==> src/rtl/arith_trunci_buf.sv <==
// Registered integer truncation stage with overflow flagging.
// A 2-entry skid buffer decouples both the valid/data path and the ready path.
module arith_trunci_buf #(
    parameter int unsigned IN_WIDTH  = 32,
    parameter int unsigned OUT_WIDTH = 16,
    parameter bit          SIGNED    = 1'b1
) (
    input  logic                 clk,
    input  logic                 rst_n,
    input  logic                 a_valid,
    output logic                 a_ready,
    input  logic [IN_WIDTH-1:0]  a_data,
    output logic                 result_valid,
    input  logic                 result_ready,
    output logic [OUT_WIDTH-1:0] result_data,
    output logic                 result_ovf,
    output logic                 ovf_sticky,
    input  logic                 ovf_clear
);

    if (OUT_WIDTH < 1 || IN_WIDTH <= OUT_WIDTH) begin : g_param_check
        $error("arith_trunci_buf: need IN_WIDTH > OUT_WIDTH >= 1");
    end

    logic in_ovf;

    if (SIGNED) begin : g_signed
        // Value survives only if the dropped bits all replicate the new sign bit.
        logic [IN_WIDTH-OUT_WIDTH:0] top;
        assign top    = a_data[IN_WIDTH-1:OUT_WIDTH-1];
        assign in_ovf = !((&top) || !(|top));
    end else begin : g_unsigned
        assign in_ovf = |a_data[IN_WIDTH-1:OUT_WIDTH];
    end

    logic                 m_valid_q, m_valid_d;
    logic [OUT_WIDTH-1:0] m_data_q, m_data_d;
    logic                 m_ovf_q, m_ovf_d;
    logic                 s_valid_q, s_valid_d;
    logic [OUT_WIDTH-1:0] s_data_q, s_data_d;
    logic                 s_ovf_q, s_ovf_d;
    logic                 a_ready_q, a_ready_d;
    logic                 sticky_q, sticky_d;
    logic                 in_xfer, out_xfer;

    assign in_xfer  = a_valid && a_ready_q;
    assign out_xfer = m_valid_q && result_ready;

    always_comb begin
        m_valid_d = m_valid_q;
        m_data_d  = m_data_q;
        m_ovf_d   = m_ovf_q;
        s_valid_d = s_valid_q;
        s_data_d  = s_data_q;
        s_ovf_d   = s_ovf_q;
        sticky_d  = sticky_q;

        if (!m_valid_q) begin
            if (in_xfer) begin
                m_valid_d = 1'b1;
                m_data_d  = a_data[OUT_WIDTH-1:0];
                m_ovf_d   = in_ovf;
            end
        end else if (!s_valid_q) begin
            if (in_xfer && out_xfer) begin
                m_data_d = a_data[OUT_WIDTH-1:0];
                m_ovf_d  = in_ovf;
            end else if (in_xfer) begin
                s_valid_d = 1'b1;
                s_data_d  = a_data[OUT_WIDTH-1:0];
                s_ovf_d   = in_ovf;
            end else if (out_xfer) begin
                m_valid_d = 1'b0;
            end
        end else if (out_xfer) begin
            m_data_d  = s_data_q;
            m_ovf_d   = s_ovf_q;
            s_valid_d = 1'b0;
        end

        a_ready_d = !s_valid_d;

        // A set from a departing overflow token takes priority over clear.
        if (out_xfer && m_ovf_q) begin
            sticky_d = 1'b1;
        end else if (ovf_clear) begin
            sticky_d = 1'b0;
        end
    end

    always_ff @(posedge clk or negedge rst_n) begin
        if (!rst_n) begin
            m_valid_q <= 1'b0;
            m_data_q  <= '0;
            m_ovf_q   <= 1'b0;
            s_valid_q <= 1'b0;
            s_data_q  <= '0;
            s_ovf_q   <= 1'b0;
            a_ready_q <= 1'b0;
            sticky_q  <= 1'b0;
        end else begin
            m_valid_q <= m_valid_d;
            m_data_q  <= m_data_d;
            m_ovf_q   <= m_ovf_d;
            s_valid_q <= s_valid_d;
            s_data_q  <= s_data_d;
            s_ovf_q   <= s_ovf_d;
            a_ready_q <= a_ready_d;
            sticky_q  <= sticky_d;
        end
    end

    assign a_ready      = a_ready_q;
    assign result_valid = m_valid_q;
    assign result_data  = m_data_q;
    assign result_ovf   = m_ovf_q;
    assign ovf_sticky   = sticky_q;

endmodule

==> config.mk <==
export PLATFORM = sky130hd
export DESIGN_NAME = arith_trunci_buf
export DESIGN_NICKNAME = d
export VERILOG_FILES = /design/src/rtl/arith_trunci_buf.sv
export SDC_FILE = /design/constraint.sdc
export NUM_CORES = 1
export LEC_CHECK = 0
export BUFFER_PORTS_ARGS = -buffer_cell sky130_fd_sc_hd__buf_2
export CAP_MARGIN = 20
export CORE_ASPECT_RATIO = 1.4
export CORE_MARGIN = 2
export CORE_UTILIZATION = 49
export DETAILED_ROUTE_END_ITERATION = 7
export PLACE_DENSITY = 0.78
export RECOVER_POWER = 100
export SETUP_SLACK_MARGIN = 0.05
export SYNTH_ARGS = -nofsm -noshare
export SYNTH_HDL_FRONTEND = slang
export SYNTH_SLANG_ARGS = --single-unit
==> constraint.sdc <==
create_clock -name clk -period 2.1 [get_ports clk]
set_input_delay 0.42 -clock clk [delete_from_list [all_inputs] [get_ports clk]]
set_output_delay 0.42 -clock clk [all_outputs]
set_load 0.01 [all_outputs]
==> run metrics, run 1 <==
Worst VDD drop 0.000869 V; # DRC 0; Detailed Routing Iterations Pass 1 4; max_slew headroom 0.363; Layout Nets 237; reg-to-reg startpoint result_valid$_DFF_PN0_; type of the worst setup path reg -> reg; first-pass GRT wire length 6.10 mm; syn avg cell area 11.9 um^2; Total Routed Length 3.64 mm; max_cap viols 0; # diodes 0; pin count of the biggest net entering global routing 39; Detail Placement HPWL 2.62 mm; Gate Count Post-Synth 140; Sum Neg Setup Slack 0 ns; core area 0.00332 mm^2; share of cells above drive strength 1 0.333; CP Cell Sequence and2b_1 > nor3b_1 > clkbuf_2 > mux2_2; Die Wd 53.3 um; GRT Overall Usage 0.219; final setup fails 0; Final Hold Fails 0; Critical-path top delay cell dfrtp_1; crit path max fanout 17; CTS Buf Count 5; fmax 566 MHz; Layout fillers 306; antenna violations before repair 0; RSZ-0062 raised after global routing false; routed vias/inst 5.38; Crit. End Element flip-flop; hold crit path type in -> async; main combinational cell family by area after synthesis multiplexers; status finished, final reports clean; row count 25; CTS Root Cell clkbuf_8; number of synthesized register bits 38; Synth Area in Compound Gates 0.0795; Worst path max stage delay 0.48 ns; post-synthesis sequential area ratio 0.570; clk buf depth 2; Adder-Cell Fraction of Synth Area 0; Worst Setup Start Kind flip-flop; Synth Area in XOR/XNOR 0; DR iter-0 viols 35; setup bufs post-CTS 0; PwrDens 1510 mW/mm^2; leakage 0.000996 uW; most common cell after layout, fill and taps aside dfrtp_1; mux share of post-synthesis cell area 0.211; RePlAce Congestion 0.825; vias in the first global route 1,421; max-slew violation count 0; Avg WL per Cell 15.1 um; CTS sink count 38; Clock Pin Slew Worst Setup and Hold Paths 0.08 ns; Initial Util 0.503; Final Util 0.629; clk_lat worst skew 0.29 ns; Syn Nets 177; fin crit share 0.841; Layout area overhead 25.0%; Netlist cell types 21; Vias 1,297; Final ANT Viol Nets 0; H-tree Lvls 2; gr ovfl total 0; min Tclk post-route 1.77 ns; YS warnings 0; Worst Tran Pin Value 0.955 ns; required time at the worst-slack endpoint 2.28 ns; # IOs 57; Hold-fix buffers, CTS 0; Die ar. 0.00390 mm^2; Critical Path AT 1.95 ns; clock skew 0.00319 ns; Die H 73.1 um; Mapped Area 0.00167 mm^2; CTS tree yes; Synth Area in Simple Gates 0.105; post-cts sizing count 0; Setup crit start result_valid$_DFF_PN0_; I/O Buffers 56; most frequent cells in the layout dfrtp_1, buf_2, clkbuf_1
==> routing by layer <==
layer,share of wire,global-route usage,vias up,wire length [um]
met2,0.53,0.387,40,1920
met1,0.40,0.226,625,1450
met4,0.026,0.128,0,93
met5,0,0,-,0
met3,0.048,0.0512,10,176
li1,-,-,622,-
==> per-stage QoR <==
stage / std cells / instance area (um^2) / hold slack, ns / worst slack, ns / power, uW
floorplan: 140 / 1670 / 0.124 / 0.445 / 2070
global placement: 233 / 1990 / 0.489 / 0.426 / 2400
detailed placement: 233 / 1990 / 0.496 / 0.397 / 2470
CTS: 241 / 2130 / 0.241 / 0.496 / 3250
global route: 241 / 2090 / 0.333 / 0.243 / 3370
finish: 241 / 2090 / 0.263 / 0.334 / 3150
==> cell usage after synthesis, drive strengths merged <==
library cell / instances / area (um^2)
dfrtp: 38 / 951
a21oi: 18 / 93.8
mux2: 17 / 191
nor2: 17 / 63.8
mux2i: 16 / 160
buf: 7 / 43.8
nand4: 5 / 31.3
nor4: 5 / 31.3
inv: 4 / 15.0
nand2: 4 / 17.5
o21ai: 3 / 15.0
a31o: 1 / 8.76
a31oi: 1 / 6.26
a41oi: 1 / 8.76
and2b: 1 / 7.51
nand3: 1 / 5.00
nor3b: 1 / 18.8
==> area by class of cell <==
class                   instances  area (um^2)  share of cell area
clock buffers                   6         82.6              0.0396
clock inverters                 2         60.1              0.0288
inverters                       4         15.0             0.00720
multi-input cells              91          644               0.309
flip-flops and latches         38          951               0.456
well taps                      40         50.0              0.0240
repair buffers                 60          283               0.136
==> worst max-delay path: cells and delay by family (launching register included) <==
kind | cells | cell delay (ns)
muxes | 1 | 0.39
DFF | 1 | 0.48
buffers and inverters | 1 | 0.42
and+or+nand+nor | 2 | 0.37
==> registers in the layout, summed over array words and instances, names as in the netlist <==
name          cells
result_ovf        1
s_data_q         16
s_valid_q         1
s_ovf_q           1
ovf_sticky        1
a_ready           1
result_valid      1
result_data      16
==> worst paths after layout <==
| check | to | slack, ns | cells after the start |
|---|---|---|---|
| worst max-delay path | s_ovf_q$_DFFE_PN0P_ | 0.33 | 4 |
| worst min-delay path | result_ovf$_DFFE_PN0P_ | 0.26 | 1 |
| worst max register to register | s_ovf_q$_DFFE_PN0P_ | 0.33 | 4 |
| worst min register to register | s_data_q[4]$_DFFE_PN0P_ | 0.51 | 1 |
| max in group asynchronous | result_data[13]$_DFFE_PN0P_ | 1.25 | 1 |
| min in group clk | ovf_sticky$_DFFE_PN0P_ | 0.34 | 2 |
==> cells by family after synthesis <==
logic type	after synthesis
compound gates	24
buf+inv	11
flops	38
mux	33
simple gates	34
==> power breakdown <==
group | leakage (uW) | internal, uW | total, uW | switching, uW
combinational | 0.000489 | 498 | 1070 | 571
clock | 0.0000714 | 507 | 772 | 265
sequential | 0.000436 | 1100 | 1310 | 213
total | 0.000996 | 2100 | 3150 | 1050
No activity file was read; power rests on OpenSTA's default activity.
==> run 2, diff against run 1 <==
Settings changed: CORE_UTILIZATION 49 to 44, PLACE_DENSITY 0.78 to 0.74.
Clock period 2.1 ns to 1.6 ns, I/O delays scaled along.
==> run metrics, run 2 (synthesis gave the netlist of run 1 again) <==
status finished, final reports clean (unchanged); first-pass GRT wire length 5.82 mm (was 6.10 mm); Post-Place Cell Area 0.00203 mm^2 (was 0.00199 mm^2); Final ANT Viol Nets 0 (unchanged); clk buf depth 2 (unchanged); PwrDens 1820 mW/mm^2 (was 1510 mW/mm^2); # IOs 57 (unchanged); CP bufs+invs 1 (unchanged); share of cells above drive strength 1 0.343 (was 0.333); # DRC 0 (unchanged); Worst Setup Start Kind flip-flop (unchanged); most common cell after layout, fill and taps aside dfrtp_1 (unchanged); H-tree Lvls 2 (unchanged); RSZ-0062 raised after global routing false (unchanged); Detail Placement HPWL 2.50 mm (was 2.62 mm); CTS tree yes (unchanged); setup bufs post-CTS 0 (unchanged); DR iter-0 viols 72 (was 35); final instance area 0.00207 mm^2 (was 0.00209 mm^2); Final Hold Fails 0 (unchanged); most frequent cells in the layout dfrtp_1, buf_2, clkbuf_1 (unchanged); Layout area overhead 24.1% (was 25.0%); hold crit path type in -> reg (was in -> async); CP Cell Sequence and2b_1 > nor3b_2 > clkbuf_2 > mux2_2 (was and2b_1 > nor3b_1 > clkbuf_2 > mux2_2); gr ovfl total 0 (unchanged); fin crit share 0.893 (was 0.841); RePlAce Congestion 0.699 (was 0.825); # diodes 0 (unchanged); max_cap viols 0 (unchanged); antenna violations before repair 0 (unchanged); CTS Root Cell clkbuf_8 (unchanged); area of the multi-input gates 651 um^2 (was 644 um^2); max_slew headroom 0.673 (was 0.363); Initial Util 0.458 (was 0.503); Layout Nets 242 (was 237); GRT Overall Usage 0.172 (was 0.219); # placed instances 239 (was 233); Avg WL per Cell 13.5 um (was 15.1 um); Critical Path AT 1.60 ns (was 1.95 ns); crit path max fanout 7 (was 17); Worst Tran Pin Value 0.491 ns (was 0.955 ns); Worst VDD drop 0.000973 V (was 0.000869 V); Layout fillers 348 (was 306); Die Wd 56.1 um (was 53.3 um); Detailed Routing Iterations Pass 1 4 (unchanged); fmax 700 MHz (was 566 MHz); min Tclk post-route 1.43 ns (was 1.77 ns); final setup fails 0 (unchanged); Die H 76.9 um (was 73.1 um); type of the worst setup path reg -> reg (unchanged); Tot Pwr 3770 uW (was 3150 uW); Total Routed Length 3.31 mm (was 3.64 mm); pin count of the biggest net entering global routing 21 (was 39); Register Area 951 um^2 (unchanged); Die ar. 0.00431 mm^2 (was 0.00390 mm^2); max-slew violation count 0 (unchanged); Sum Neg Setup Slack 0 ns (unchanged); leakage 0.000993 uW (was 0.000996 uW); row count 26 (was 25); Worst path max stage delay 0.36 ns (was 0.48 ns); Critical-path top delay cell mux2_2 (was dfrtp_1); required time at the worst-slack endpoint 1.77 ns (was 2.28 ns); core area 0.00364 mm^2 (was 0.00332 mm^2); clk_lat worst skew 0.29 ns (about the same); clock skew 0.00383 ns (was 0.00319 ns); vias in the first global route 1,327 (was 1,421); Crit path max-delay family simple AND/OR/NAND/NOR gates (was flip-flops); CTS sink count 38 (unchanged); Vias 1,281 (was 1,297); routed vias/inst 5.21 (was 5.38); Crit. End Element flip-flop (unchanged); Clock Pin Slew Worst Setup and Hold Paths 0.06 ns (was 0.08 ns); I/O Buffers 56 (unchanged); Layout Cells excl Fill 246 (was 241); CTS Buf Count 5 (unchanged)
run 2: what timing repair did:
item | 4_1_cts | 5_1_grt
gates resized for setup | 0 | 0
hold buffers | 1 | 0
hold endpoints to repair | 18 | 0
setup endpoints to repair | 0 | 0
run 2: worst paths after layout:
check	start	endpoint	slack [ns]	cells after the start
min in group asynchronous	rst_n	s_data_q[8]$_DFFE_PN0P_	0.52	2
hold / removal	ovf_clear	ovf_sticky$_DFFE_PN0P_	0.22	2
max in group asynchronous	rst_n	a_ready$_DFF_PN0_	0.24	3
setup / recovery	result_valid$_DFF_PN0_	s_data_q[5]$_DFFE_PN0P_	0.17	4
hold reg to reg	s_data_q[12]$_DFFE_PN0P_	s_data_q[12]$_DFFE_PN0P_	0.51	1
setup reg to reg	result_valid$_DFF_PN0_	s_data_q[5]$_DFFE_PN0P_	0.17	4
run 2: cell type report:
| type | count | area share |
|---|---|---|
| inverters | 4 | 0.00725 |
| repair buffers | 65 | 0.155 |
| clock buffers | 6 | 0.0399 |
| flip-flops and latches | 38 | 0.459 |
| multi-input cells | 91 | 0.314 |
| well taps | 42 | 0.0254 |
run 2: worst register-to-register path, delay by kind of cell, from the launching register on:
kind,cells,cell delay [ns]
buffers and inverters,1,0.25
and+or+nand+nor,2,0.37
DFF,1,0.35
muxes,1,0.36
run 2: stage by stage:
| stage | worst slack, ns | util | hold slack (ns) |
|---|---|---|---|
| final | 0.172 | 0.569 | 0.218 |
| after global routing | 0.0485 | 0.569 | 0.206 |
| after CTS | 0.180 | 0.583 | 0.209 |
| after detailed placement | 0.0588 | 0.557 | 0.292 |
| after global placement | 0.0660 | 0.557 | 0.294 |
| after floorplan | -0.0451 | - | 0.0244 |
run 2: power by group:
group / internal (uW) / switching [uW]
clock network: 332 / 299
registers: 1440 / 252
logic: 679 / 767
total: 2450 / 1320
run 2: per-layer routing:
layer  vias to the layer above  wire [um]  share of wire  global-route usage
met3                         6        195          0.059              0.0607
met1                       615       1400           0.42               0.201
li1                        628          -              -                   -
met2                        32       1660           0.50               0.282
met4                         0         55          0.017              0.0762
met5                         -          0              0                   0
==> run 3, diff against run 2 <==
Settings changed: PLACE_DENSITY 0.74 to 0.72.
==> run metrics, run 3 (synthesis gave the netlist of run 1 again) <==
routed vias/inst 5.23 (was 5.21); leakage 0.00100 uW (was 0.000993 uW); Tot Pwr 3980 uW (was 3770 uW); Worst path max stage delay 0.36 ns (about the same); most frequent cells in the layout dfrtp_1, buf_2, clkbuf_1 (unchanged); antenna violations before repair 0 (unchanged); RePlAce Congestion 0.785 (was 0.699); PwrDens 1880 mW/mm^2 (was 1820 mW/mm^2); required time at the worst-slack endpoint 1.78 ns (was 1.77 ns); Layout Nets 242 (unchanged); CTS Root Cell clkbuf_8 (unchanged); CTS tree yes (unchanged); max-slew violation count 0 (unchanged); Detailed Routing Iterations Pass 1 6 (was 4); max_slew headroom 0.388 (was 0.673); vias in the first global route 1,295 (was 1,327); CTS Buf Count 5 (unchanged); CTS sink count 38 (unchanged); Detail Placement HPWL 2.52 mm (was 2.50 mm); clk_lat worst skew 0.29 ns (about the same); hold crit path type in -> reg (unchanged); Die Wd 56.1 um (unchanged); Final ANT Viol Nets 0 (unchanged); row count 26 (unchanged); most common cell after layout, fill and taps aside dfrtp_1 (unchanged); Layout area overhead 26.6% (was 24.1%); Hold-fix buffers, CTS 0 (was 1); # IOs 57 (unchanged); I/O Buffers 56 (unchanged); max_cap viols 0 (unchanged); pin count of the biggest net entering global routing 39 (was 21); Avg WL per Cell 13.7 um (was 13.5 um); H-tree Lvls 2 (unchanged); core area 0.00364 mm^2 (unchanged); Die ar. 0.00431 mm^2 (unchanged); Worst Hold Margin 0.200 ns (was 0.218 ns); # diodes 0 (unchanged); Clock Pin Slew Worst Setup and Hold Paths 0.08 ns (was 0.06 ns); Critical-path top delay cell dfrtp_1 (was mux2_2); Worst VDD drop 0.00104 V (was 0.000973 V); fin crit share 0.910 (was 0.893); Final Hold Fails 0 (unchanged); final setup fails 0 (unchanged); Post-Place Cell Area 0.00204 mm^2 (was 0.00203 mm^2); clock skew 0.00637 ns (was 0.00383 ns); M1 wire length 1.40 mm (about the same); # placed instances 240 (was 239); crit path max fanout 17 (was 7); type of the worst setup path reg -> reg (unchanged); status finished, final reports clean (unchanged); routed wl met3 196 um (was 195 um); setup bufs post-CTS 0 (unchanged); Initial Util 0.458 (unchanged); highest routed metal layer met4 (unchanged); Critical Path AT 1.63 ns (was 1.60 ns); clk buf depth 2 (unchanged); Layout Cells excl Fill 248 (was 246); CP Cell Sequence and2b_1 > nor3b_2 > buf_12 > mux2_2 (was and2b_1 > nor3b_2 > clkbuf_2 > mux2_2); Total Routed Length 3.40 mm (was 3.31 mm); Sum Neg Setup Slack 0 ns (unchanged); # DRC 0 (unchanged); Crit. End Element flip-flop (unchanged); Worst Setup Start Kind flip-flop (unchanged); Detail Route met2 WL 1.71 mm (was 1.66 mm); min Tclk post-route 1.46 ns (was 1.43 ns); post-cts sizing count 0 (unchanged); final instance area 0.00211 mm^2 (was 0.00207 mm^2); fmax 687 MHz (was 700 MHz); Die H 76.9 um (unchanged); share of cells above drive strength 1 0.359 (was 0.343); RSZ-0062 raised after global routing false (unchanged); GRT Overall Usage 0.170 (was 0.172); Worst Tran Pin Value 0.918 ns (was 0.491 ns); gr ovfl total 0 (unchanged); first-pass GRT wire length 5.78 mm (was 5.82 mm); Vias 1,297 (was 1,281); Layout fillers 317 (was 348); DR iter-0 viols 33 (was 72)
## run 3: per-layer routing
| layer | vias to the layer above | track usage |
|---|---|---|
| li1 | 626 | - |
| met1 | 621 | 0.198 |
| met2 | 41 | 0.287 |
| met3 | 9 | 0.0438 |
| met4 | 0 | 0.0810 |
| met5 | - | 0 |
## run 3: path summary, 6_finish.rpt
kind / from / end / slack, ns / cells past startpoint
worst max-delay path: result_valid$_DFF_PN0_ / s_data_q[10]$_DFFE_PN0P_ / 0.14 / 4
worst min-delay path: ovf_clear / ovf_sticky$_DFFE_PN0P_ / 0.20 / 2
worst max register to register: result_valid$_DFF_PN0_ / s_data_q[10]$_DFFE_PN0P_ / 0.14 / 4
worst min register to register: s_data_q[4]$_DFFE_PN0P_ / s_data_q[4]$_DFFE_PN0P_ / 0.51 / 1
max in group asynchronous: rst_n / result_data[4]$_DFFE_PN0P_ / 0.80 / 2
min in group asynchronous: rst_n / result_data[12]$_DFFE_PN0P_ / 0.24 / 2
## run 3: final cells by class
cell class                      count  area, um^2  share of cell area
Tap cell                           42        52.6              0.0249
Sequential cell                    38         951               0.450
Clock inverter                      3        45.0              0.0213
Inverter                            4        15.0             0.00710
Clock buffer                        5        68.8              0.0326
Timing Repair Buffer               65         328               0.155
Multi-Input combinational cell     91         653               0.309
## run 3: worst max-delay path: cells and delay by family, from the launching register on
kind,cells,cell delay [ns]
buffers and inverters,1,0.19
and+or+nand+nor,2,0.44
DFF,1,0.36
muxes,1,0.34
## run 3: stage by stage
step,utilization,setup WS [ns]
global placement,0.559,0.0807
finish,0.580,0.144
detailed placement,0.559,0.0515
global route,0.580,0.0617
CTS,0.591,0.161
floorplan,-,-0.0451
## run 3: power by group
part           switching (uW)  internal (uW)  leakage (uW)  total [uW]
clock                     347            463     0.0000504         811
sequential                257           1440      0.000436        1690
combinational             777            701      0.000516        1480
total                    1380           2600       0.00100        3980
